`src/rtl/systolic_cycle_scheduler_pkg.sv`:
```
// Shared types and constants for the systolic tile scheduler.
// Phase numbering counts cycles from the start-accept cycle (cycle 0).
package systolic_sched_pkg;

   typedef enum logic [2:0] {
      S_IDLE,
      S_CLR,
      S_FEED,
      S_DRAIN,
      S_DONE
   } sched_state_t;

   localparam int unsigned FEED_PHASE0 = 2;

   // First edge-feed cycle: the first read is issued in cycle 2, and the
   // data appears RD_LAT cycles later.
   function automatic int unsigned f0_off(input int unsigned rd_lat);
      return FEED_PHASE0 + rd_lat;
   endfunction

   function automatic int unsigned diags(input int unsigned rows, input int unsigned cols);
      return rows + cols - 1;
   endfunction

   function automatic int unsigned latch_idx(input int unsigned i, input int unsigned j,
                                             input int unsigned cols);
      return i * cols + j;
   endfunction

   function automatic int unsigned phase_w(input int unsigned rd_lat, input int unsigned k_max,
                                           input int unsigned rows, input int unsigned cols);
      return $clog2(f0_off(rd_lat) + k_max + rows + cols + 1);
   endfunction

endpackage

```
`src/rtl/systolic_cycle_scheduler_if.sv`:
```
// Host/array-facing bundle of the scheduler: tile request and buffer/array controls.
// The master modport is the scheduler's view; the slave modport is the host/array view.
interface systolic_cycle_scheduler_if #(
   parameter int unsigned ROWS  = 4,
   parameter int unsigned COLS  = 4,
   parameter int unsigned K_MAX = 256,
   parameter int unsigned AW    = 8,
   parameter int unsigned KW    = $clog2(K_MAX + 1)
);
   logic                   start;
   logic [KW-1:0]          k_len;
   logic [AW-1:0]          a_base;
   logic [AW-1:0]          b_base;
   logic                   busy;
   logic                   done;
   logic                   arr_clr;
   logic                   a_rd_en;
   logic [AW-1:0]          a_rd_addr;
   logic                   b_rd_en;
   logic [AW-1:0]          b_rd_addr;
   logic [ROWS-1:0]        row_feed_en;
   logic [COLS-1:0]        col_feed_en;
   logic [ROWS*COLS-1:0]   latch;

   modport master (
      input  start, k_len, a_base, b_base,
      output busy, done, arr_clr, a_rd_en, a_rd_addr, b_rd_en, b_rd_addr,
             row_feed_en, col_feed_en, latch
   );

   modport slave (
      output start, k_len, a_base, b_base,
      input  busy, done, arr_clr, a_rd_en, a_rd_addr, b_rd_en, b_rd_addr,
             row_feed_en, col_feed_en, latch
   );
endinterface

```
`src/rtl/systolic_cycle_scheduler_diag.sv`:
```
// Edge-feed and anti-diagonal latch pulse generator for the tile scheduler.
// One seed pulse walks the diagonals; one k_len-wide feed window walks the row/column indices.
module sched_diag_shift
   import systolic_sched_pkg::*;
#(
   parameter int unsigned ROWS = 4,
   parameter int unsigned COLS = 4,
   parameter int unsigned KW   = 9,
   parameter int unsigned PW   = 9,
   parameter int unsigned F0   = 3
) (
   input  logic                 clk,
   input  logic                 rst,
   input  logic                 i_active,
   input  logic [PW-1:0]        i_phase,
   input  logic [KW-1:0]        i_k_len,
   output logic [ROWS-1:0]      o_row_feed_en,
   output logic [COLS-1:0]      o_col_feed_en,
   output logic [ROWS*COLS-1:0] o_latch
);
   localparam int unsigned DG = diags(ROWS, COLS);
   localparam int unsigned NF = (ROWS > COLS) ? ROWS : COLS;

   logic [DG-1:0] r_diag;
   logic [NF-1:0] r_feed;
   logic [PW-1:0] w_k;
   logic          w_nz;
   logic          w_seed;
   logic          w_feed;

   // Both are decoded one phase early so the registered pulse lands on the target cycle.
   always_comb begin
      w_k    = PW'(i_k_len);
      w_nz   = (i_k_len != '0);
      w_seed = i_active && w_nz && (i_phase == PW'(F0 - 1) + w_k);
      w_feed = i_active && w_nz && (i_phase >= PW'(F0 - 1)) && (i_phase <= PW'(F0 - 2) + w_k);
   end

   always_ff @(posedge clk) begin
      if (rst) begin
         r_diag <= '0;
         r_feed <= '0;
      end else begin
         r_diag[0] <= w_seed;
         for (int unsigned d = 1; d < DG; d++) r_diag[d] <= r_diag[d-1];
         r_feed[0] <= w_feed;
         for (int unsigned n = 1; n < NF; n++) r_feed[n] <= r_feed[n-1];
      end
   end

   always_comb begin
      o_latch       = '0;
      o_row_feed_en = '0;
      o_col_feed_en = '0;
      for (int unsigned i = 0; i < ROWS; i++) begin
         o_row_feed_en[i] = r_feed[i];
         for (int unsigned j = 0; j < COLS; j++) o_latch[latch_idx(i, j, COLS)] = r_diag[i + j];
      end
      for (int unsigned j = 0; j < COLS; j++) o_col_feed_en[j] = r_feed[j];
   end
endmodule

```
`src/rtl/systolic_cycle_scheduler.sv`:
```
// Sequences one output-stationary ROWS x COLS MAC tile: clear, K operand reads, feeds, latches.
// Optional SCHED_PERF_CNT_EN adds wrapping busy-cycle and tile counters.
module systolic_cycle_scheduler
   import systolic_sched_pkg::*;
#(
   parameter int unsigned ROWS   = 4,
   parameter int unsigned COLS   = 4,
   parameter int unsigned K_MAX  = 256,
   parameter int unsigned AW     = 8,
   parameter int unsigned RD_LAT = 1,
   parameter int unsigned KW     = $clog2(K_MAX + 1)
) (
   input  logic clk,
   input  logic rst,
   systolic_cycle_scheduler_if.master sif
`ifdef SCHED_PERF_CNT_EN
   ,
   output logic [31:0] perf_busy_cyc,
   output logic [15:0] perf_tiles
`endif
);
   localparam int unsigned F0   = f0_off(RD_LAT);
   localparam int unsigned PW   = phase_w(RD_LAT, K_MAX, ROWS, COLS);
   localparam int unsigned LAST = F0 + ROWS + COLS - 2;

   sched_state_t  r_state;
   sched_state_t  w_next;
   logic [PW-1:0] r_phase;
   logic [KW-1:0] r_k_len;
   logic [AW-1:0] r_a_base;
   logic [AW-1:0] r_b_base;
   logic [AW-1:0] r_k;
   logic [PW-1:0] w_k_pw;
   logic          w_accept;
   logic          w_active;

   assign w_k_pw   = PW'(r_k_len);
   assign w_accept = (r_state == S_IDLE) && sif.start;
   assign w_active = (r_state != S_IDLE);

   always_ff @(posedge clk) begin
      if (rst) r_state <= S_IDLE;
      else     r_state <= w_next;
   end

   always_comb begin
      w_next = r_state;
      unique case (r_state)
         S_IDLE:  if (sif.start) w_next = S_CLR;
         S_CLR:   w_next = (r_k_len == '0) ? S_DONE : S_FEED;
         S_FEED:  if (r_phase == w_k_pw + PW'(1)) w_next = S_DRAIN;
         S_DRAIN: if (r_phase == w_k_pw + PW'(LAST)) w_next = S_DONE;
         S_DONE:  w_next = S_IDLE;
         default: w_next = S_IDLE;
      endcase
   end

   // r_phase equals the cycle number of the tile (1 in CLR).
   always_ff @(posedge clk) begin
      if (rst) begin
         r_phase  <= '0;
         r_k_len  <= '0;
         r_a_base <= '0;
         r_b_base <= '0;
         r_k      <= '0;
      end else begin
         if (w_accept) begin
            r_k_len  <= (sif.k_len > KW'(K_MAX)) ? KW'(K_MAX) : sif.k_len;
            r_a_base <= sif.a_base;
            r_b_base <= sif.b_base;
            r_phase  <= PW'(1);
            r_k      <= '0;
         end else if (w_active) begin
            r_phase <= r_phase + PW'(1);
         end
         if (r_state == S_FEED) r_k <= r_k + AW'(1);
      end
   end

   always_comb begin
      sif.busy      = w_active;
      sif.done      = (r_state == S_DONE);
      sif.arr_clr   = (r_state == S_CLR);
      sif.a_rd_en   = (r_state == S_FEED);
      sif.b_rd_en   = (r_state == S_FEED);
      sif.a_rd_addr = (r_state == S_FEED) ? r_a_base + r_k : '0;
      sif.b_rd_addr = (r_state == S_FEED) ? r_b_base + r_k : '0;
   end

   sched_diag_shift #(
      .ROWS (ROWS),
      .COLS (COLS),
      .KW   (KW),
      .PW   (PW),
      .F0   (F0)
   ) u_diag (
      .clk           (clk),
      .rst           (rst),
      .i_active      (w_active),
      .i_phase       (r_phase),
      .i_k_len       (r_k_len),
      .o_row_feed_en (sif.row_feed_en),
      .o_col_feed_en (sif.col_feed_en),
      .o_latch       (sif.latch)
   );

`ifdef SCHED_PERF_CNT_EN
   logic [31:0] r_perf_busy;
   logic [15:0] r_perf_tiles;

   always_ff @(posedge clk) begin
      if (rst) begin
         r_perf_busy  <= '0;
         r_perf_tiles <= '0;
      end else begin
         if (w_active)            r_perf_busy  <= r_perf_busy + 32'd1;
         if (r_state == S_DONE)   r_perf_tiles <= r_perf_tiles + 16'd1;
      end
   end

   assign perf_busy_cyc = r_perf_busy;
   assign perf_tiles    = r_perf_tiles;
`endif
endmodule

```
`src/flat_wrapper.sv`:
```
// flat-port wrapper written by rule: the top's interface ports become plain ports
module systolic_cycle_scheduler_flat import systolic_sched_pkg::*;
#(
   parameter int unsigned ROWS   = 4,
   parameter int unsigned COLS   = 4,
   parameter int unsigned K_MAX  = 256,
   parameter int unsigned AW     = 8,
   parameter int unsigned RD_LAT = 1,
   parameter int unsigned KW     = $clog2(K_MAX + 1)
)
  (clk, rst, sif_start, sif_k_len, sif_a_base, sif_b_base, sif_busy, sif_done, sif_arr_clr, sif_a_rd_en, sif_a_rd_addr, sif_b_rd_en, sif_b_rd_addr, sif_row_feed_en, sif_col_feed_en, sif_latch);
  systolic_cycle_scheduler_if #(.ROWS(ROWS), .COLS(COLS), .K_MAX(K_MAX), .AW(AW), .KW(KW)) sif_i ();
  input  logic clk;
  input  logic rst;
  input wire logic [$bits(sif_i.start)-1:0] sif_start;
  input wire logic [$bits(sif_i.k_len)-1:0] sif_k_len;
  input wire logic [$bits(sif_i.a_base)-1:0] sif_a_base;
  input wire logic [$bits(sif_i.b_base)-1:0] sif_b_base;
  output wire logic [$bits(sif_i.busy)-1:0] sif_busy;
  output wire logic [$bits(sif_i.done)-1:0] sif_done;
  output wire logic [$bits(sif_i.arr_clr)-1:0] sif_arr_clr;
  output wire logic [$bits(sif_i.a_rd_en)-1:0] sif_a_rd_en;
  output wire logic [$bits(sif_i.a_rd_addr)-1:0] sif_a_rd_addr;
  output wire logic [$bits(sif_i.b_rd_en)-1:0] sif_b_rd_en;
  output wire logic [$bits(sif_i.b_rd_addr)-1:0] sif_b_rd_addr;
  output wire logic [$bits(sif_i.row_feed_en)-1:0] sif_row_feed_en;
  output wire logic [$bits(sif_i.col_feed_en)-1:0] sif_col_feed_en;
  output wire logic [$bits(sif_i.latch)-1:0] sif_latch;
  assign sif_i.start = sif_start;
  assign sif_i.k_len = sif_k_len;
  assign sif_i.a_base = sif_a_base;
  assign sif_i.b_base = sif_b_base;
  assign sif_busy = sif_i.busy;
  assign sif_done = sif_i.done;
  assign sif_arr_clr = sif_i.arr_clr;
  assign sif_a_rd_en = sif_i.a_rd_en;
  assign sif_a_rd_addr = sif_i.a_rd_addr;
  assign sif_b_rd_en = sif_i.b_rd_en;
  assign sif_b_rd_addr = sif_i.b_rd_addr;
  assign sif_row_feed_en = sif_i.row_feed_en;
  assign sif_col_feed_en = sif_i.col_feed_en;
  assign sif_latch = sif_i.latch;
  systolic_cycle_scheduler #(.ROWS(ROWS), .COLS(COLS), .K_MAX(K_MAX), .AW(AW), .RD_LAT(RD_LAT), .KW(KW)) u_core (.clk(clk), .rst(rst), .sif(sif_i));
endmodule
```
`config.mk`:
```
export PLATFORM = sky130hd
export DESIGN_NAME = systolic_cycle_scheduler_flat
export DESIGN_NICKNAME = d
export VERILOG_FILES = /design/src/rtl/systolic_cycle_scheduler_pkg.sv /design/src/rtl/systolic_cycle_scheduler_if.sv /design/src/rtl/systolic_cycle_scheduler_diag.sv /design/src/rtl/systolic_cycle_scheduler.sv /design/src/flat_wrapper.sv
export SDC_FILE = /design/constraint.sdc
export NUM_CORES = 1
export LEC_CHECK = 0
export BUFFER_PORTS_ARGS = -buffer_cell sky130_fd_sc_hd__buf_2
export CAP_MARGIN = 20
export CORE_MARGIN = 1.5
export CORE_UTILIZATION = 35
export CTS_BUF_LIST = sky130_fd_sc_hd__clkbuf_8
export CTS_CLUSTER_DIAMETER = 120
export DETAILED_ROUTE_END_ITERATION = 12
export GPL_TIMING_DRIVEN = 0
export REMOVE_ABC_BUFFERS = 1
export SETUP_SLACK_MARGIN = 0.05
export SYNTH_ARGS = -nofsm -noshare
export SYNTH_HDL_FRONTEND = slang
export SYNTH_SLANG_ARGS = --single-unit
```
`constraint.sdc`:
```
create_clock -name clk -period 5.3 [get_ports clk]
set_input_delay 0.265 -clock clk [delete_from_list [all_inputs] [get_ports clk]]
set_output_delay 0.265 -clock clk [all_outputs]
set_load 0.01 [all_outputs]
```
==> out/summary.txt, run 1 <==
Max-Cap Viols = 0
Number of flops mapped to enable cells by yosys = 0
First drt pass iteration count = 4
Crit path launch type = flip-flop
Synth area leaders = dfxtp_1, ha_1, nand2_1
Synth Instances = 444
Grt ovf = 0
Root Buffer = clkbuf_8
Post-synth top area cell = dfxtp_1
Via count = 3170
FMAX = 344 MHz
CP Class = flip-flop to primary output
Post-CTS Hold Buffers = 0
Flops & latches, synth = 56
Final Cell Area = 4080 um^2
Largest net degree at the start of global routing = 45
PostCTS Resize Cnt = 0
Vias in the first global route = 2851
Register area share after synthesis = 30.8%
Rows = 37
Max FO, Critical Path = 25
Clock Skews = 0.00773 ns
Wirelength per Cell = 13.3 um
Tot GR Track Use = 15.5%
Crit path max-delay cell type = or3b_1
Hold_ws = 0.163 ns
Int Pwr = 663 uW
Full die area = 11000 um^2
First-pass GRT wire length = 13.9 mm
PwrDens = 236 nW/um^2
VDD IR max = 116 uV
Post-Place Cell Area = 3960 um^2
Clock tree buffer depth = 2
# IOs = 73
Placed Instances = 616
Leak Pwr = 0.00183 uW
Critical Path AT = 2.64 ns
Initial Util = 35.6%
Core area = 10200 um^2
Number of buffers created by CTS = 5
H-tree depth = 2
RSZ-0062 raised after global routing = false
Post-route ant nets = 0
Die H = 105 um
I/O Buffers = 72
Share of cells above drive strength 1 = 18.4%
Post-Syn Area per Cell = 8.21 um^2
Most common cell in the netlist = nand2_1
Fin crit period = 2.91 ns
Final Non-Filler Cells = 624
Die width = 105 um
WL final = 8.32 mm
Final Cycle Share = 54.9%
Slew Viols, Final = 0
Final core area utilization = 39.9%
Cell Area, Synth = 3640 um^2
Most used flip-flop cell after synthesis = dfxtp_1
Max stage delay on crit path = 0.76 ns
Seq pwr share = 48.7%
Hold depth = 3
Asr flop ratio synth = 0%
Clock sinks = 56
Yosys top cell area share = 30.8%
Initial DRC Count = 177
Final number of hold-violating endpoints = 0
Class of the worst hold path = input pin to flip-flop
Switching share of power = 31.2%
Fin nets = 547
Worst slew pin tran = 1.04 ns
Comb power frac = 21.0%
Clk slew on worst S/H paths = 0.10 ns
Post-CTS Setup Bufs = 0
P_sw = 300 uW
Clk pwr share = 30.3%
Synth Warn # = 0
Final setup vio count = 0
Worst r2r path cells = 4
CP Data Required Time = 5.04 ns
Worst-Skew Late Latency = 0.32 ns
Setup TNS = 0 ns
CP cell instances = or3b_1 > inv_1 > nand2_1 > mux2i_1 > buf_2
Crit. End Element = primary output
Yosys cell types = 55
Final Wtd Congestion = 0.872
Area growth from synthesis to layout = 11.9%
DPL Wire Length = 6.07 mm
Drt via density = 5.08
N_diodes = 0
Status = completed
CTS tree = done
Relative slew margins = 30.8%
DRC = 0
Post-synth top cells = nand2_1, dfxtp_1, nor2_1, a21oi_1, ha_1
Initial antenna violation count = 0
worst max-delay path, delay by kind of cell (launching register included):
family                 cells  cell delay, ns
AND/OR/NAND/NOR            2            0.87
buffers and inverters      2            0.84
flip-flops                 1            0.45
multiplexers               1            0.16
through the flow:
step / power [uW] / setup WS [ns]
after floorplan: 610 / 3.19
after global placement: 677 / 2.75
after detailed placement: 681 / 2.75
after CTS: 974 / 2.39
after global routing: 1030 / 2.11
final: 964 / 2.39
cell type report:
class	count	area, um^2
fill	1069	6150
tap	136	170
multi-input combinational	345	2280
clock inverter	3	46.3
inverter	7	26.3
timing repair buffer	72	360
clock buffer	5	68.8
sequential	56	1120
state kept, by name, summed over array words and instances, names as in the netlist:
name,cells
u_core.u_diag.o_col_feed_en,4
u_core.r_state,3
u_core.r_k_len,9
u_core.r_a_base,8
u_core.r_b_base,8
u_core.u_diag.r_diag,7
u_core.r_k,8
u_core.r_phase,9
metal layers:
| layer | part of all wire [%] | vias to the layer above | GRT usage [%] | wire [um] |
|---|---|---|---|---|
| li1 | - | 1642 | - | - |
| met1 | 50 | 1432 | 21.2 | 4120 |
| met2 | 44 | 89 | 24.5 | 3650 |
| met3 | 5.4 | 7 | 3.62 | 450 |
| met4 | 1.2 | 0 | 4.21 | 96 |
| met5 | 0 | - | 0 | 0 |
power by group through the flow:
stage	Sequential, uW	Combinational, uW	Clock [uW]
floorplan	473	137	0
global placement	478	199	0
detailed placement	479	202	0
CTS	469	203	302
global route	474	229	323
finish	469	202	292
placed cells by master, fill, tap and decap left out, types with 2 or more instances in the layout:
cell and count:
fa_1 2, xor2_1 14, buf_2 72, or3_1 3, a22o_1 4, nor4_1 4
nand2_1 58, a21o_1 10, a21oi_1 38, nand2b_1 5, nand4b_1 4, and3_1 3
and2_1 7, o21ai_0 11, a311oi_1 4, a31oi_1 6, xnor2_1 18, o22ai_1 2
inv_1 6, o21a_1 3, dfxtp_1 56, mux2_2 3, nand3_1 19, mux2i_1 2
or2_2 2, ha_1 30, a211oi_1 3, nor2b_1 11, nor2_1 39, clkbuf_8 5
nand4_1 4, nor3_1 8, or4b_1 5, nor3b_1 7
final timing paths:
check / start / end / slack (ns)
max: u_core.r_state[1] / sif_a_rd_addr[7] / 2.39
min: sif_k_len[0] / u_core.r_k_len[0] / 0.16
max reg2reg: u_core.r_state[1] / u_core.r_k[5] / 2.83
min reg2reg: u_core.r_a_base[5] / u_core.r_a_base[5] / 0.47
cells by family (layout without fill, tap and decap cells):
family,after synthesis,count (layout),synth area share (%)
simple gates,187,187,26.6
compound gates,89,89,15.5
buf+inv,43,87,6.56
mux,5,5,1.48
flops,56,56,30.8
fa+ha+maj,32,32,11.4
xor+xnor,32,32,7.69
Note: power is estimated with default switching activity, not from simulation.
==> run 2, diff against run 1 <==
==> constraint.sdc (replaced) <==
create_clock -name clk -period 2.42 [get_ports clk]
set_input_delay 0.121 -clock clk [delete_from_list [all_inputs] [get_ports clk]]
set_output_delay 0.121 -clock clk [all_outputs]
set_load 0.01 [all_outputs]
==> run 2 against run 1 <==
  * Worst hold slack got worse by 0.14 ns
  * Sequential power increased by 120%
  * Critical path depth increased by 3
  * Clock power is 120% higher
  * Clock-buffer cell count is the same
  * Worst setup slack got worse by 2.2 ns
  * First-iteration DRC count decreased by 23%
  * Final area up 2.6%
==> out/summary.txt, run 2 (same netlist as run 1, synthesis figures left out) <==
Status = completed
Final setup vio count = 0 (unchanged)
Worst slew pin tran = 0.893 ns (-0.146 ns)
Worst-Skew Late Latency = 0.32 ns (about the same)
Full die area = 11000 um^2 (unchanged)
Commonest non-fill, non-tap cells in the layout = buf_2, nand2_1, dfxtp_1, nor2_1, a21oi_1
Die H = 105 um (unchanged)
Initial Util = 35.6% (unchanged)
Most used cell along the critical path = a21o_1
Crit Reg-Reg Endpoint = u_core.r_state[2]
Grt ovf = 0 (unchanged)
Crit path launch type = flip-flop
Biggest regs = u_core.r_k_len (9), u_core.r_phase (9)
I/O Buffers = 72 (unchanged)
Post-Place Setup Slack = -0.0153 ns (-2.76 ns)
Clock tree buffer depth = 2 (unchanged)
Leak Pwr = 0.00184 uW (+0.62%)
First-pass GRT wire length = 14.2 mm (+1.5%)
DRC = 0 (unchanged)
Slew Viols, Final = 0 (unchanged)
R2r setup slk = 0.15 ns (-2.68 ns)
Final Wtd Congestion = 0.872 (unchanged)
Clk pwr share = 29.8% (-0.5 points)
Drt via density = 5.11 (+0.64%)
Comb power frac = 21.6% (+0.6 points)
GRT met3 Usage = 3.62% (unchanged)
Final number of hold-violating endpoints = 0 (unchanged)
Max FO, Critical Path = 4 (-84%)
Area of the multi-input gates = 2330 um^2 (+2.1%)
Rows = 37 (unchanged)
Area growth from synthesis to layout = 14.8%
Via count = 3216 (+1.5%)
Final Non-Filler Cells = 629 (+0.80%)
Hold depth = 3 (unchanged)
Fin crit period = 2.28 ns
CP Data Required Time = 2.30 ns (-2.74 ns)
H-tree depth = 2 (unchanged)
Share of cells above drive strength 1 = 23.1% (+4.7 points)
Die width = 105 um (unchanged)
Post-route ant nets = 0 (unchanged)
Most common cell after layout, fill and taps aside = buf_2
Setup TNS = 0 ns (unchanged)
Hold worst-path end = u_core.r_k_len[0]
N_diodes = 0 (unchanged)
Clock sinks = 56 (unchanged)
Largest net degree at the start of global routing = 45 (unchanged)
Routing usage on met1 = 21.4% (+0.15 points)
Initial DRC Count = 136 (-23%)
# IOs = 73 (unchanged)
Top Usage Layer GRT = met2
PwrDens = 507 nW/um^2 (+110%)
CTS tree = done
Register area = 1140 um^2 (+1.3%)
WL final = 8.49 mm (+2.0%)
First drt pass iteration count = 4 (unchanged)
Relative slew margins = 40.5% (+9.7 points)
Initial antenna violation count = 0 (unchanged)
VDD IR max = 263 uV (+130%)
Final worst slack = 0.143 ns (-2.25 ns)
Critical Path AT = 2.16 ns (-0.48 ns)
Final Cycle Share = 94.1%
Met2 GRT Util = 24.8% (+0.33 points)
Seq pwr share = 48.7% (about the same)
Clock Skews = 0.00755 ns (-0.000189 ns)
P_sw = 660 uW (+120%)
Worst reg2reg startpoint = u_core.r_k_len[1]
Number of buffers created by CTS = 5 (unchanged)
Core area = 10200 um^2 (unchanged)
Int Pwr = 1460 uW (+120%)
Class of the worst hold path = input pin to flip-flop
Crit. End Element = primary output
FILL cells = 1067 (-0.19%)
Clk slew on worst S/H paths = 0.10 ns (about the same)
CP cell instances = ha_4 > fa_2 > a21o_1 > a21o_1 > a21oi_2 > or4b_1 > nand3_1 > buf_2
Placed Instances = 616 (unchanged)
CP Class = flip-flop to primary output
FMAX = 439 MHz
Max-Cap Viols = 0 (unchanged)
Crit path max-delay cell type = or4b_1
Post-CTS Hold Buffers = 0 (unchanged)
RSZ-0062 raised after global routing = true
Root Buffer = clkbuf_8
Tot GR Track Use = 15.8% (+0.26 points)
DPL Wire Length = 6.07 mm (unchanged)
Fin nets = 552 (+0.91%)
Worst r2r path cells = 9 (+5)
Vias in the first global route = 2910 (+2.1%)
Switching share of power = 31.1% (-0.057 points)
Hold Startpoint = sif_k_len[0]
Wirelength per Cell = 13.5 um (+1.2%)
Max stage delay on crit path = 0.46 ns (-0.30 ns)
-- run 2: cell count changes in the layout (fill, tap and decap cells not counted), moves of 4 or more --
cell     delta
buf_4       +4
dfxtp_1     -8
a21oi_1     -4
dfxtp_2     +6
a21oi_2     +4
-- run 2: worst max-delay path, delay by kind of cell (launching register included) --
family	cells	cell delay (ns)
AO/OA/AOI/OAI	3	0.43
adder cells (fa/ha/maj)	2	0.34
buffers and inverters	1	0.12
flip-flops	1	0.40
AND/OR/NAND/NOR	2	0.53
-- run 2: worst max-delay path by stage --
stage | start | to | slack [ns] | cells after the start
floorplan | u_core.r_k_len[0] | u_core.r_state[2] | 0.34 | 9
global placement | u_core.r_state[1] | u_core.r_k[5] | 0.001 | 4
detailed placement | u_core.r_state[1] | u_core.r_k[5] | -0.02 | 4
CTS | u_core.r_k[0] | sif_b_rd_addr[6] | 0.06 | 8
global route | u_core.r_k_len[1] | u_core.u_diag.o_col_feed_en[0] | -0.0003 | 8
finish | u_core.r_k[0] | sif_b_rd_addr[6] | 0.14 | 8
-- run 2: timing repair --
action / in CTS / in global routing
resized for setup: 10 / 16
gates cloned: 1 / 0
hold endpoints to repair: 0 / 0
pin swaps: 0 / 7
setup endpoints to repair: 14 / 11
buffers inserted: 0 / 4
-- run 2: layout make-up --
class,instances,share of cell area [%]
clock buffers,5,1.65
clock inverters,3,1.11
flip-flops and latches,56,27.2
repair inverters,1,0.179
repair buffers,76,9.33
multi-input cells,345,55.8
well taps,136,4.07
inverters,7,0.718
-- run 2: power by group through the flow --
| stage | clock (uW) | combinational, uW | sequential (uW) |
|---|---|---|---|
| floorplan | 0 | 301 | 1040 |
| global placement | 0 | 436 | 1050 |
| detailed placement | 0 | 442 | 1050 |
| CTS | 661 | 452 | 1030 |
| global route | 708 | 517 | 1040 |
| finish | 632 | 457 | 1030 |
-- run 2: metrics by stage --
stage / power (uW) / hold WS (ns) / util, % / cell area, um^2
floorplan: 1340 / 0.190 / - / 3430
global placement: 1480 / 0.342 / 38.7 / 3960
detailed placement: 1490 / 0.351 / 38.7 / 3960
CTS: 2140 / 0.0104 / 40.1 / 4100
global route: 2270 / 0.0158 / 40.9 / 4180
finish: 2120 / 0.0224 / 40.9 / 4180
-- run 2: metal layers --
metal | part of all wire, % | vias to the layer above
met5 | 0 | -
met4 | 1.0 | 0
met3 | 4.4 | 8
met2 | 44 | 87
met1 | 51 | 1462
li1 | - | 1659
